**config.mk**
```make
export PLATFORM = sky130hd
export DESIGN_NAME = vector_elem_sequencer
export DESIGN_NICKNAME = d
export VERILOG_FILES = /design/src/rtl/vector_elem_sequencer.sv
export SDC_FILE = /design/constraint.sdc
export NUM_CORES = 1
export LEC_CHECK = 0
export CORE_AREA = 4 4 345 347
export DETAILED_ROUTE_END_ITERATION = 6
export DIE_AREA = 0 0 349 351
export SETUP_SLACK_MARGIN = 0.5
export SYNTH_ARGS = -nofsm -noshare
export SYNTH_HDL_FRONTEND = slang
export SYNTH_SLANG_ARGS = --single-unit
```
**constraint.sdc**
```tcl
create_clock -name clk -period 2.9 [get_ports clk]
set_clock_uncertainty 0.05 [all_clocks]
set_input_delay 0.58 -clock clk [delete_from_list [all_inputs] [get_ports clk]]
set_output_delay 0.58 -clock clk [all_outputs]
set_load 0.05 [all_outputs]
```
**src/rtl/vector_elem_sequencer.sv**
```systemverilog
// Element-serial vector sequencer: issues one element pair per cycle to an external
// lane, collects the lane results in order and returns the assembled vector with its tag.
module vector_elem_sequencer #(
   parameter int  ELEN = 32,
   parameter int  VLEN = 256,
   localparam int NE   = VLEN / ELEN,
   localparam int IW   = $clog2(NE),
   localparam int VLW  = IW + 1
) (
   input  logic              clk,
   input  logic              rst_n,
   input  logic              req_valid,
   output logic              req_ready,
   input  logic [3:0]        req_op,
   input  logic [VLW-1:0]    req_vl,
   input  logic [VLEN-1:0]   req_vs1,
   input  logic [VLEN-1:0]   req_vs2,
   input  logic [5:0]        req_tag,
   output logic [ELEN-1:0]   lane_op1,
   output logic [ELEN-1:0]   lane_op2,
   output logic [3:0]        lane_vec_op,
   output logic              lane_valid,
   input  logic [ELEN-1:0]   lane_result,
   input  logic              lane_valid_out,
   output logic              resp_valid,
   input  logic              resp_ready,
   output logic [VLEN-1:0]   resp_data,
   output logic [5:0]        resp_tag,
   input  logic              flush
);

   typedef enum logic [1:0] {IDLE, ISSUE, DRAIN, RESP} state_t;

   localparam logic [VLW-1:0] NE_V = VLW'(NE);
   localparam logic [VLW-1:0] ONE  = VLW'(1);

   state_t            state_q, state_d;
   logic [3:0]        op_q, op_d;
   logic [5:0]        tag_q, tag_d;
   logic [VLEN-1:0]   vs1_q, vs1_d;
   logic [VLEN-1:0]   vs2_q, vs2_d;
   logic [VLEN-1:0]   res_q, res_d;
   logic [VLW-1:0]    vl_q, vl_d;
   logic [VLW-1:0]    issue_idx_q, issue_idx_d;
   logic [VLW-1:0]    collect_idx_q, collect_idx_d;
   logic              lane_valid_q, lane_valid_d;
   logic [ELEN-1:0]   lane_op1_q, lane_op1_d;
   logic [ELEN-1:0]   lane_op2_q, lane_op2_d;
   logic [3:0]        lane_vec_op_q, lane_vec_op_d;
   logic              resp_valid_q, resp_valid_d;

   logic [VLW-1:0]    vl_clamp;
   logic              accept;
   logic              capture;
   logic [ELEN-1:0]   vs1_elem [NE];
   logic [ELEN-1:0]   vs2_elem [NE];

   assign req_ready = (state_q == IDLE) && !flush;
   assign accept    = req_valid && req_ready;
   assign vl_clamp  = (req_vl > NE_V) ? NE_V : req_vl;
   assign capture   = lane_valid_out && ((state_q == ISSUE) || (state_q == DRAIN))
                      && (collect_idx_q < vl_q);

   always_comb begin
      state_d       = state_q;
      op_d          = op_q;
      tag_d         = tag_q;
      vs1_d         = vs1_q;
      vs2_d         = vs2_q;
      res_d         = res_q;
      vl_d          = vl_q;
      issue_idx_d   = issue_idx_q;
      collect_idx_d = collect_idx_q;

      if (capture) begin
         res_d[int'(collect_idx_q[IW-1:0]) * ELEN +: ELEN] = lane_result;
         collect_idx_d = collect_idx_q + ONE;
      end

      case (state_q)
         IDLE: begin
            if (accept) begin
               op_d          = req_op;
               tag_d         = req_tag;
               vs1_d         = req_vs1;
               vs2_d         = req_vs2;
               vl_d          = vl_clamp;
               issue_idx_d   = '0;
               collect_idx_d = '0;
               res_d         = '0;
               state_d       = (vl_clamp == '0) ? RESP : ISSUE;
            end
         end
         ISSUE: begin
            issue_idx_d = issue_idx_q + ONE;
            if (issue_idx_q == vl_q - ONE) state_d = DRAIN;
         end
         DRAIN: begin
            if (capture && (collect_idx_q == vl_q - ONE)) state_d = RESP;
         end
         RESP: begin
            if (resp_valid_q && resp_ready) state_d = IDLE;
         end
         default: state_d = IDLE;
      endcase

      if (flush) state_d = IDLE;

      // An empty vector waits one cycle in RESP before presenting, so latency stays vl+1.
      resp_valid_d = (state_d == RESP) && (state_q != IDLE);
   end

   for (genvar gi = 0; gi < NE; gi++) begin : g_unpack
      assign vs1_elem[gi] = vs1_d[gi*ELEN +: ELEN];
      assign vs2_elem[gi] = vs2_d[gi*ELEN +: ELEN];
   end

   // Lane outputs are registered from next-state so they line up with the ISSUE cycles.
   always_comb begin
      lane_valid_d  = 1'b0;
      lane_op1_d    = '0;
      lane_op2_d    = '0;
      lane_vec_op_d = '0;
      if (state_d == ISSUE) begin
         lane_valid_d  = 1'b1;
         lane_op1_d    = vs1_elem[issue_idx_d[IW-1:0]];
         lane_op2_d    = vs2_elem[issue_idx_d[IW-1:0]];
         lane_vec_op_d = op_d;
      end
   end

   always_ff @(posedge clk or negedge rst_n) begin
      if (!rst_n) begin
         state_q       <= IDLE;
         op_q          <= '0;
         tag_q         <= '0;
         vs1_q         <= '0;
         vs2_q         <= '0;
         res_q         <= '0;
         vl_q          <= '0;
         issue_idx_q   <= '0;
         collect_idx_q <= '0;
         lane_valid_q  <= 1'b0;
         lane_op1_q    <= '0;
         lane_op2_q    <= '0;
         lane_vec_op_q <= '0;
         resp_valid_q  <= 1'b0;
      end else begin
         state_q       <= state_d;
         op_q          <= op_d;
         tag_q         <= tag_d;
         vs1_q         <= vs1_d;
         vs2_q         <= vs2_d;
         res_q         <= res_d;
         vl_q          <= vl_d;
         issue_idx_q   <= issue_idx_d;
         collect_idx_q <= collect_idx_d;
         lane_valid_q  <= lane_valid_d;
         lane_op1_q    <= lane_op1_d;
         lane_op2_q    <= lane_op2_d;
         lane_vec_op_q <= lane_vec_op_d;
         resp_valid_q  <= resp_valid_d;
      end
   end

   assign lane_valid  = lane_valid_q;
   assign lane_op1    = lane_op1_q;
   assign lane_op2    = lane_op2_q;
   assign lane_vec_op = lane_vec_op_q;
   assign resp_valid  = resp_valid_q;
   assign resp_data   = res_q;
   assign resp_tag    = tag_q;

endmodule

```
==> After elaboration in Yosys (flattened, before gate mapping) <==
Index checks and enable logic that the tools add are counted.
{ "classes": {"add_sub_neg": 4, "order_cmp": 3, "eq_ne": 8, "shift": 2, "mux": 33, "bitwise": 1, "reduce_logical": 15} }
{ "op_table": {"columns": ["op", "n"], "rows": [
  ["256-bit two-way mux", 7],
  ["256-bit bitwise mux", 1],
  ["32-bit by 33-bit variable shift with 256-bit output (first input constant)", 1],
  ["32-bit by 33-bit indexed part select with 256-bit output", 1],
  ["32-bit binary-select mux with 3-bit select", 2],
  ["32-bit two-way mux", 6],
  ["8-bit negation with 33-bit output", 1],
  ["4-bit two-way mux", 8],
  ["2-bit two-way mux", 6],
  ["4-bit by 1-bit adder with 4-bit output (second input constant)", 2],
  ["4-bit equality test", 2],
  ["2-bit case mux with 4 select lines", 1],
  ["4-bit case mux with 2 select lines", 1],
  ["1-bit logical AND", 7],
  ["2-bit equality test (second input constant)", 3],
  ["2-bit by 1-bit equality test with 1-bit output (second input constant)", 2],
  ["4-bit >= comparator (second input constant)", 1],
  ["4-bit > comparator (second input constant)", 1],
  ["4-bit logical NOT", 1],
  ["4-bit < comparator", 1],
  ["3-bit NOT with 4-bit output", 1],
  ["2-bit AND reduction", 2],
  ["2-bit nonzero test", 2],
  ["4-bit by 1-bit subtractor with 4-bit output (second input constant)", 1],
  ["other kinds (5)", 5]
]} }
{ "totals": {"ff_bits": 862, "output_inout_bits": 333, "wordCells": 81} }

==> Longest topological paths before layout <==
Gate-level depths: netlist of run 1.
{ "logic_depth": {"depth_word": 10, "mapped_depth": 12} }

==> Worst setup path after synthesis of run 1 <==
No wires, ideal clock.
{ "synth_timing": {"path_type": "register to register", "from": "register collect_idx_q[0]", "to": "register res_q[220] (netlist: resp_data[220])", "t_arrival_ns": 2.429, "required_ns": 2.772, "slack_ns": 0.343, "stages_incl_launch_ff": 11, "n_path_buf": 3, "cell_sequence": "dfrtp_1 > clkbuf_1 > inv_1 > ha_1 > ha_1 > clkbuf_1 > or3_1 > nor3_1 > buf_2 > nand2_1 > a21oi_1"} }
{ "synth_between": {"elab_chain_len": 6, "elab_cells_between_ends": 9, "classes_between": "1 x add/sub; 1 x order compare; 2 x shift; 4 x mux; 1 x reduce/logical"} }
{ "synth_rtl": {"columns": ["element", "line_no", "source"], "rows": [
  ["from (decl)", "45", "logic [VLW-1:0] collect_idx_q, collect_idx_d;"],
  ["from (signal assigned)", "157", "collect_idx_q <= collect_idx_d;"],
  ["8-bit negation with 33-bit output", "76", "res_d[int'(collect_idx_q[IW-1:0]) * ELEN +: ELEN] = lane_result;"],
  ["32-bit by 33-bit indexed part select with 256-bit output or 32-bit by 33-bit variable shift with 256-bit output (tied branches)", "76", null],
  ["256-bit bitwise mux", "76", null],
  ["256-bit two-way mux *", "75", "if (capture) begin"],
  ["256-bit two-way mux", "82", "if (accept) begin"],
  ["256-bit two-way mux *", "80", "case (state_q)"],
  ["named net res_d[220]", "42", "logic [VLEN-1:0] res_q, res_d;"],
  ["to (signal assigned)", "154", "res_q <= res_d;"],
  ["to (decl)", "42", null]
]} }
The timed path passes the listed nets; every way through them passes the cells marked *.
A chain may end at the register's enable or synchronous reset.

==> Final worst setup path of run 1 <==
{ "layout_timing": {"from": "register collect_idx_q[1]", "to": "register res_q[241] (netlist: resp_data[241])"} }
The elaborated chain is that of the path after synthesis.

==> results of run 1 <==
-- Yosys cell counts, drive strengths merged (2+ instances only) --
master	number
dfrtp	862
xnor2	9
or3	2
a211oi	3
nand3b	5
nand2	2016
o21a	66
nor2b	2
nand2b	3
nor4	4
inv	14
nor2	273
buf	175
and2	7
clkbuf	157
or2	2
or4	5
xor2	4
nand3	80
nand4	2
a21oi	772
o211ai	2
nor3	4
o21ai	5
ha	13
o22ai	128
-- final cells by class --
class,instances,area share
Clock buffer,143,0.0455
Clock inverter,32,0.00663
Antenna cell,26,0.00105
Tap cell,1524,0.0306
Timing Repair inverter,1,0.000322
Multi-Input combinational cell,3419,0.281
Timing Repair Buffer,1702,0.287
Inverter,14,0.00117
Sequential cell,862,0.347
-- stage by stage --
| step | total power [uW] | util |
|---|---|---|
| 3_5_place_dp | 47100 | 0.461 |
| 2_1_floorplan | 32900 | - |
| 5_1_grt | 70700 | 0.537 |
| 6_report | 67200 | 0.537 |
| 4_1_cts | 63700 | 0.509 |
| 3_3_place_gp | 46600 | 0.461 |
-- worst max path at each step --
stage	from	end	depth (start not counted)
after floorplan	collect_idx_q[0]	resp_data[225]	10
after global placement	flush	lane_op1[23]	11
after detailed placement	flush	lane_op1[23]	11
after CTS	state_q[0]	lane_op1[20]	15
after global routing	collect_idx_q[1]	resp_data[235]	10
final	collect_idx_q[1]	resp_data[241]	10
-- kinds of logic (layout without fill, tap and decap cells) --
logic type,after synthesis,after routing,synth area share
and+or+nand+nor,2408,2408,0.244
adders and majority gates,13,13,0.00428
other,0,26,0
DFF,862,862,0.567
AOI/OAI and AO/OA,984,984,0.140
buffers and inverters,346,1892,0.0409
xor gates and xnor gates,14,14,0.00359
-- routing by layer --
layer  global-route usage  routed length [um]  up-vias
met1                0.361               73100    19563
li1                     -                   -    18059
met2                0.431               82700     1865
met3               0.0805               18100      400
met4                0.112                8900       14
met5                    0                 107        -
-- worst reg2reg max path, cell delays in order, from the launching register on --
cell and delay [ns]:
dfrtp_2 0.44, ha_4 0.24, nor2b_4 0.11, o211ai_1 0.15, buf_4 0.18, nand3_4 0.12
buf_6 0.18, or4_4 0.54, clkbuf_16 0.23, nand2_1 0.08, a21oi_2 0.05
-- power by group --
| part | internal (uW) | switching [uW] |
|---|---|---|
| logic | 16500 | 20200 |
| registers | 16400 | 1540 |
| clock network | 7260 | 5400 |
| total | 40100 | 27100 |
-- placed cells by master, fill, tap and decap left out, types with 5 or more instances in the layout --
master | Yosys | layout
a21oi_1 | 771 | 556
clkbuf_8 | 0 | 21
dlygate4sd2_1 | 0 | 326
clkbuf_1 | 156 | 24
nor2_4 | 0 | 9
ha_4 | 0 | 7
bufinv_16 | 0 | 5
buf_16 | 0 | 45
nand3_2 | 0 | 10
nor2_2 | 0 | 25
and2_1 | 7 | 6
o21ai_0 | 5 | 5
a21oi_2 | 1 | 200
nor2_1 | 273 | 239
buf_8 | 0 | 17
clkdlybuf4s50_1 | 0 | 560
dfrtp_1 | 862 | 858
inv_1 | 12 | 5
nand2_1 | 2012 | 1888
nand2_2 | 4 | 23
buf_4 | 3 | 540
clkinv_2 | 0 | 15
clkbuf_16 | 0 | 121
inv_2 | 2 | 7
ha_1 | 13 | 5
buf_12 | 0 | 123
xnor2_1 | 9 | 9
o22ai_1 | 128 | 90
nand3b_1 | 5 | 5
o21a_1 | 66 | 66
a21oi_4 | 0 | 16
nand3_4 | 0 | 9
nand2_4 | 0 | 102
buf_6 | 8 | 55
o22ai_2 | 0 | 37
nand3_1 | 80 | 61
diode_2 | 0 | 26
-- state kept, by name (all words and copies together), names as in the netlist --
signal         count
op_q               4
lane_op2          32
vs1_q            256
collect_idx_q      4
lane_valid         1
state_q            2
vs2_q            256
resp_valid         1
vl_q               4
resp_tag           6
lane_vec_op        4
lane_op1          32
issue_idx_q        4
resp_data        256
-- what timing repair did --
| action | 4_1_cts | 5_1_grt |
|---|---|---|
| setup endpoints to repair | 656 | 327 |
| pin swaps | 111 | 320 |
| setup buffers | 78 | 34 |
| hold buffers | 1 | 0 |
| hold endpoints to repair | 29 | 0 |
| cloned | 35 | 25 |
| resized for setup | 539 | 584 |
==> flow_metrics.tcl, run 1 <==
set metrics [dict create \
    outcome "finished clean" \
    core_area_um2 116000 \
    initial_core_util 0.328 \
    num_rows 125 \
    drive_above_1_share 0.235 \
    numCtsBuffers 98 \
    hold_ws_ns 0.350 \
    finalSetupViolations 0 \
    portBuffers 896 \
    fin_ws_ns 0.394 \
    place_area_um2 53500 \
    viasPerCell 5.17 \
    tightestPinTransition_ns 0.814 \
    h-tree-depth 3 \
    grt_pass1_wl_um 255000 \
    critPathRequiredTime_ns 3.37 \
    period_minus_slack_ns 2.51 \
    grt_use_total 0.276 \
    grt_pass1_vias 38721 \
    multiInputGateArea_um2 17500 \
    crit_chain "ha_4 > nor2b_4 > o211ai_1 > buf_4 > nand3_4 > buf_6 > or4_4 > clkbuf_16 > nand2_1 > a21oi_2" \
    synth_area_leader_cell "dfrtp_1" \
    critical_path_class "flip-flop to flip-flop" \
    start_kind "flip-flop" \
    slew_violations 0 \
    hp-class "input pin to async pin" \
    cp.arrival_ns 2.98 \
    crit_buf_inv 3 \
    timing.rr.start "collect_idx_q[1]" \
    syn_nets 5204 \
    synthTopCellsByArea "dfrtp_1 57%, nand2_1 20%, a21oi_1 10%" \
    seq_area_frac_synth 0.567 \
    drtAntennaViolNets 0 \
    placedCellCount 7349 \
    gp_congestion 0.895 \
    fmax_mhz 399 \
    hpwl_um 120000 \
    fin_area_um2 62200 \
    finalSetupTns_ns 0 \
    wl_per_cell_um 23.7 \
    avgSynthCellArea_um2 8.22 \
    p_per_area_nw_per_um2 1080 \
    seq_area_um2 21600 \
    finalNonFillerCells 7723 \
    die_h_um 351 \
    synth_edf_count 0 \
    slew_headroom 0.456 \
    p_leak_uw 0.0303 \
    synth_async_sr_flop_share 1.00 \
    cp_max_fo 8 \
    synthFlopType "dfrtp_1" \
    clockBufferDepth 3 \
    area_growth_pct 63.7 \
    cts_tree "built" \
    cap_violations 0 \
    pre_cts_slack_ns -0.528 \
    ir_worst_vdd_mv 0.554 \
    ctsRootBufferMaster "clkbuf_16" \
    drt-pass1-iter-count 5 \
    grt_setup_unrepaired "true" \
    die_area_um2 122000 \
    critical_path.endpoint_type "flip-flop" \
    clk_pin_slew_ns 0.07 \
    yosysWarnings 0 \
    crit_family "simple AND/OR/NAND/NOR gates" \
    drc 0 \
    boundaryPins 897 \
    die_w_um 349 \
    final_hold_viol_count 0 \
    r2r_slack_ns 0.39 \
    ys_types 47 \
    finalCritPeriodShare 0.864 \
    yosysTopAreaCellShare 0.567 \
    antenna_found_initial 29 \
    cts_sinks 862 \
    syn_area_um2 38000 \
    ff2ff_path_depth 10 \
    ys_ff_latch 862 \
    final_nets 6675 \
    wl_um 183000 \
    netlist_instances 4627 \
    crit_path_max_incr_delay_ns 0.54 \
    grt_max_degree 101 \
    overflow 0 \
    worst_r2r_endpoint "resp_data[241]" \
    cp_slowest_cell "or4_4" \
    insertion_delay_ns 0.70 \
    dr.first_iter.drc_count 3364 \
    dr_total_vias 39901 \
    final.fill_count 10327 \
]
No activity file was read; power rests on OpenSTA's default activity.
==> inputs of run 2 (changes only) <==
- CELL_PAD_IN_SITES_DETAIL_PLACEMENT: unset -> 0
- CELL_PAD_IN_SITES_GLOBAL_PLACEMENT: unset -> 1
- CORE_AREA: 4 4 345 347 -> 4 4 346 348
- DIE_AREA: 0 0 349 351 -> 0 0 350 352
- PLACE_DENSITY_LB_ADDON: unset -> 0.1
==> run 2 against run 1 <==
Compared with the run above:
- sequential power about the same
- sequential share of layout area increased by 2.3 points
- core utilization decreased by 3.5 points
- flip-flop and latch count unchanged
- setup slack got worse by 0.13 ns
- highest routed layer unchanged
==> flow_metrics.tcl, run 2 (synthesis gave the netlist of run 1 again) <==
set metrics [dict create \
    wl_um 179000 \
    p_leak_uw 0.0291 \
    grt_max_degree 83 \
    final_hold_viol_count 0 \
    portBuffers 896 \
    die_w_um 350 \
    critical_path_class "flip-flop to flip-flop" \
    overflow 0 \
    final_nets 6255 \
    num_rows 125 \
    initial_core_util 0.327 \
    hp-class "input pin to flip-flop" \
    drt-pass1-iter-count 5 \
    crit_chain "buf_6 > ha_4 > nor2b_4 > o211ai_1 > buf_4 > buf_6 > nand3_4 > buf_6 > nor4_4 > buf_6 > buf_8 > nand2_1 > a21oi_1" \
    clockBufferDepth 3 \
    critical_path.endpoint_type "flip-flop" \
    crit_buf_inv 6 \
    grt_setup_unrepaired "true" \
    antenna_found_initial 53 \
    hold_ws_ns 0.385 \
    cp_max_fo 8 \
    die_h_um 352 \
    core_area_um2 116000 \
    wl_per_cell_um 24.5 \
    grt_pass1_vias 36890 \
    outcome "finished clean" \
    ir_worst_vdd_mv 0.583 \
    p_per_area_nw_per_um2 1030 \
    timing.rr.start "collect_idx_q[1]" \
    start_kind "flip-flop" \
    clk_pin_slew_ns 0.06 \
    grt_use_total 0.273 \
    drc 0 \
    die_area_um2 123000 \
    ctsRootBufferMaster "clkbuf_16" \
    dr.first_iter.drc_count 2401 \
    finalCritPeriodShare 0.909 \
    drive_above_1_share 0.163 \
    slew_violations 0 \
    viasPerCell 5.00 \
    tightestPinTransition_ns 1.02 \
    cap_violations 0 \
    final_common_cell "nand2_1" \
    crit_path_start "collect_idx_q[1]" \
    fmax_mhz 380 \
    hpwl_um 118000 \
    min_from "req_op[1]" \
    insertion_delay_ns 0.70 \
    slew_headroom 0.323 \
    critPathRequiredTime_ns 3.45 \
    dr_total_vias 36530 \
    cp_slowest_cell "dfrtp_1" \
    gp_congestion 0.858 \
    drtAntennaViolNets 0 \
    crit_family "buffers and inverters" \
    fin_ws_ns 0.265 \
    numCtsBuffers 102 \
    cts_tree "built" \
    h-tree-depth 3 \
    critPathMostFrequentCell "buf_6" \
    cp.arrival_ns 3.19 \
    area_growth_pct 53.4 \
    boundaryPins 897 \
    final_cell_mix "1847 x nand2_1, 855 x dfrtp_1, 636 x a21oi_1" \
    period_minus_slack_ns 2.63 \
    cts_sinks 862 \
    crit_path_max_incr_delay_ns 0.39 \
    finalSetupViolations 0 \
    pre_cts_slack_ns -0.121 \
    grt_pass1_wl_um 251000 \
]
## run 2: per-stage QoR
step	util	power, uW	setup TNS [ns]	area [um2]	instances
2_1_floorplan	-	32900	0	38000	4627
3_3_place_gp	0.435	43600	-0.265	50600	6974
3_5_place_dp	0.435	43800	-1.53	50600	6974
4_1_cts	0.481	59200	0	55900	7231
5_1_grt	0.501	63900	0	58300	7297
6_report	0.502	60200	0	58300	7313
## run 2: per-layer routing
layer  track usage  vias up  part of all wire
met4         0.104       38             0.041
met2         0.445     1182              0.48
met3        0.0908      323             0.083
met1         0.335    17782              0.40
li1              -    17205                 -
met5             0        -            0.0014
## run 2: final timing paths
| check | slack [ns] | cells after the start | endpoint |
|---|---|---|---|
| worst max-delay path | 0.27 | 13 | resp_data[249] |
| worst min-delay path | 0.38 | 3 | op_q[1] |
| worst max register to register | 0.27 | 13 | resp_data[249] |
| worst min register to register | 0.41 | 2 | vs2_q[72] |
| max in group asynchronous | 1.32 | 3 | vs1_q[177] |
| min in group asynchronous | 0.42 | 2 | vs2_q[86] |
## run 2: final cells by class
type | instances | area (um2)
Fill cell | 11095 | 57900
Sequential cell | 862 | 21600
Multi-Input combinational cell | 3419 | 16900
Timing Repair Buffer | 1279 | 14300
Clock buffer | 153 | 3020
Tap cell | 1524 | 1910
Clock inverter | 30 | 445
Antenna cell | 32 | 80.1
Inverter | 14 | 77.6
## run 2: tightest hold or removal path, stage by stage
cell	delay, ns
clkdlybuf4s50_1	0.40
nand2_1	0.07
nand2_1	0.05
## run 2: report_power, final
part / internal [uW] / switching [uW] / total [uW] / leakage (uW)
clock: 7970 / 5450 / 13400 / 0.00169
combinational: 11300 / 17600 / 28900 / 0.0162
sequential: 16400 / 1530 / 17900 / 0.0112
## run 2: repair_timing
item	4_1_cts	5_1_grt
pin swaps	103	187
endpoints found under the setup margin	658	389
cloned	29	22
setup buffers	44	28
hold endpoints to repair	31	0
hold buffers	1	0
gates resized for setup	505	441
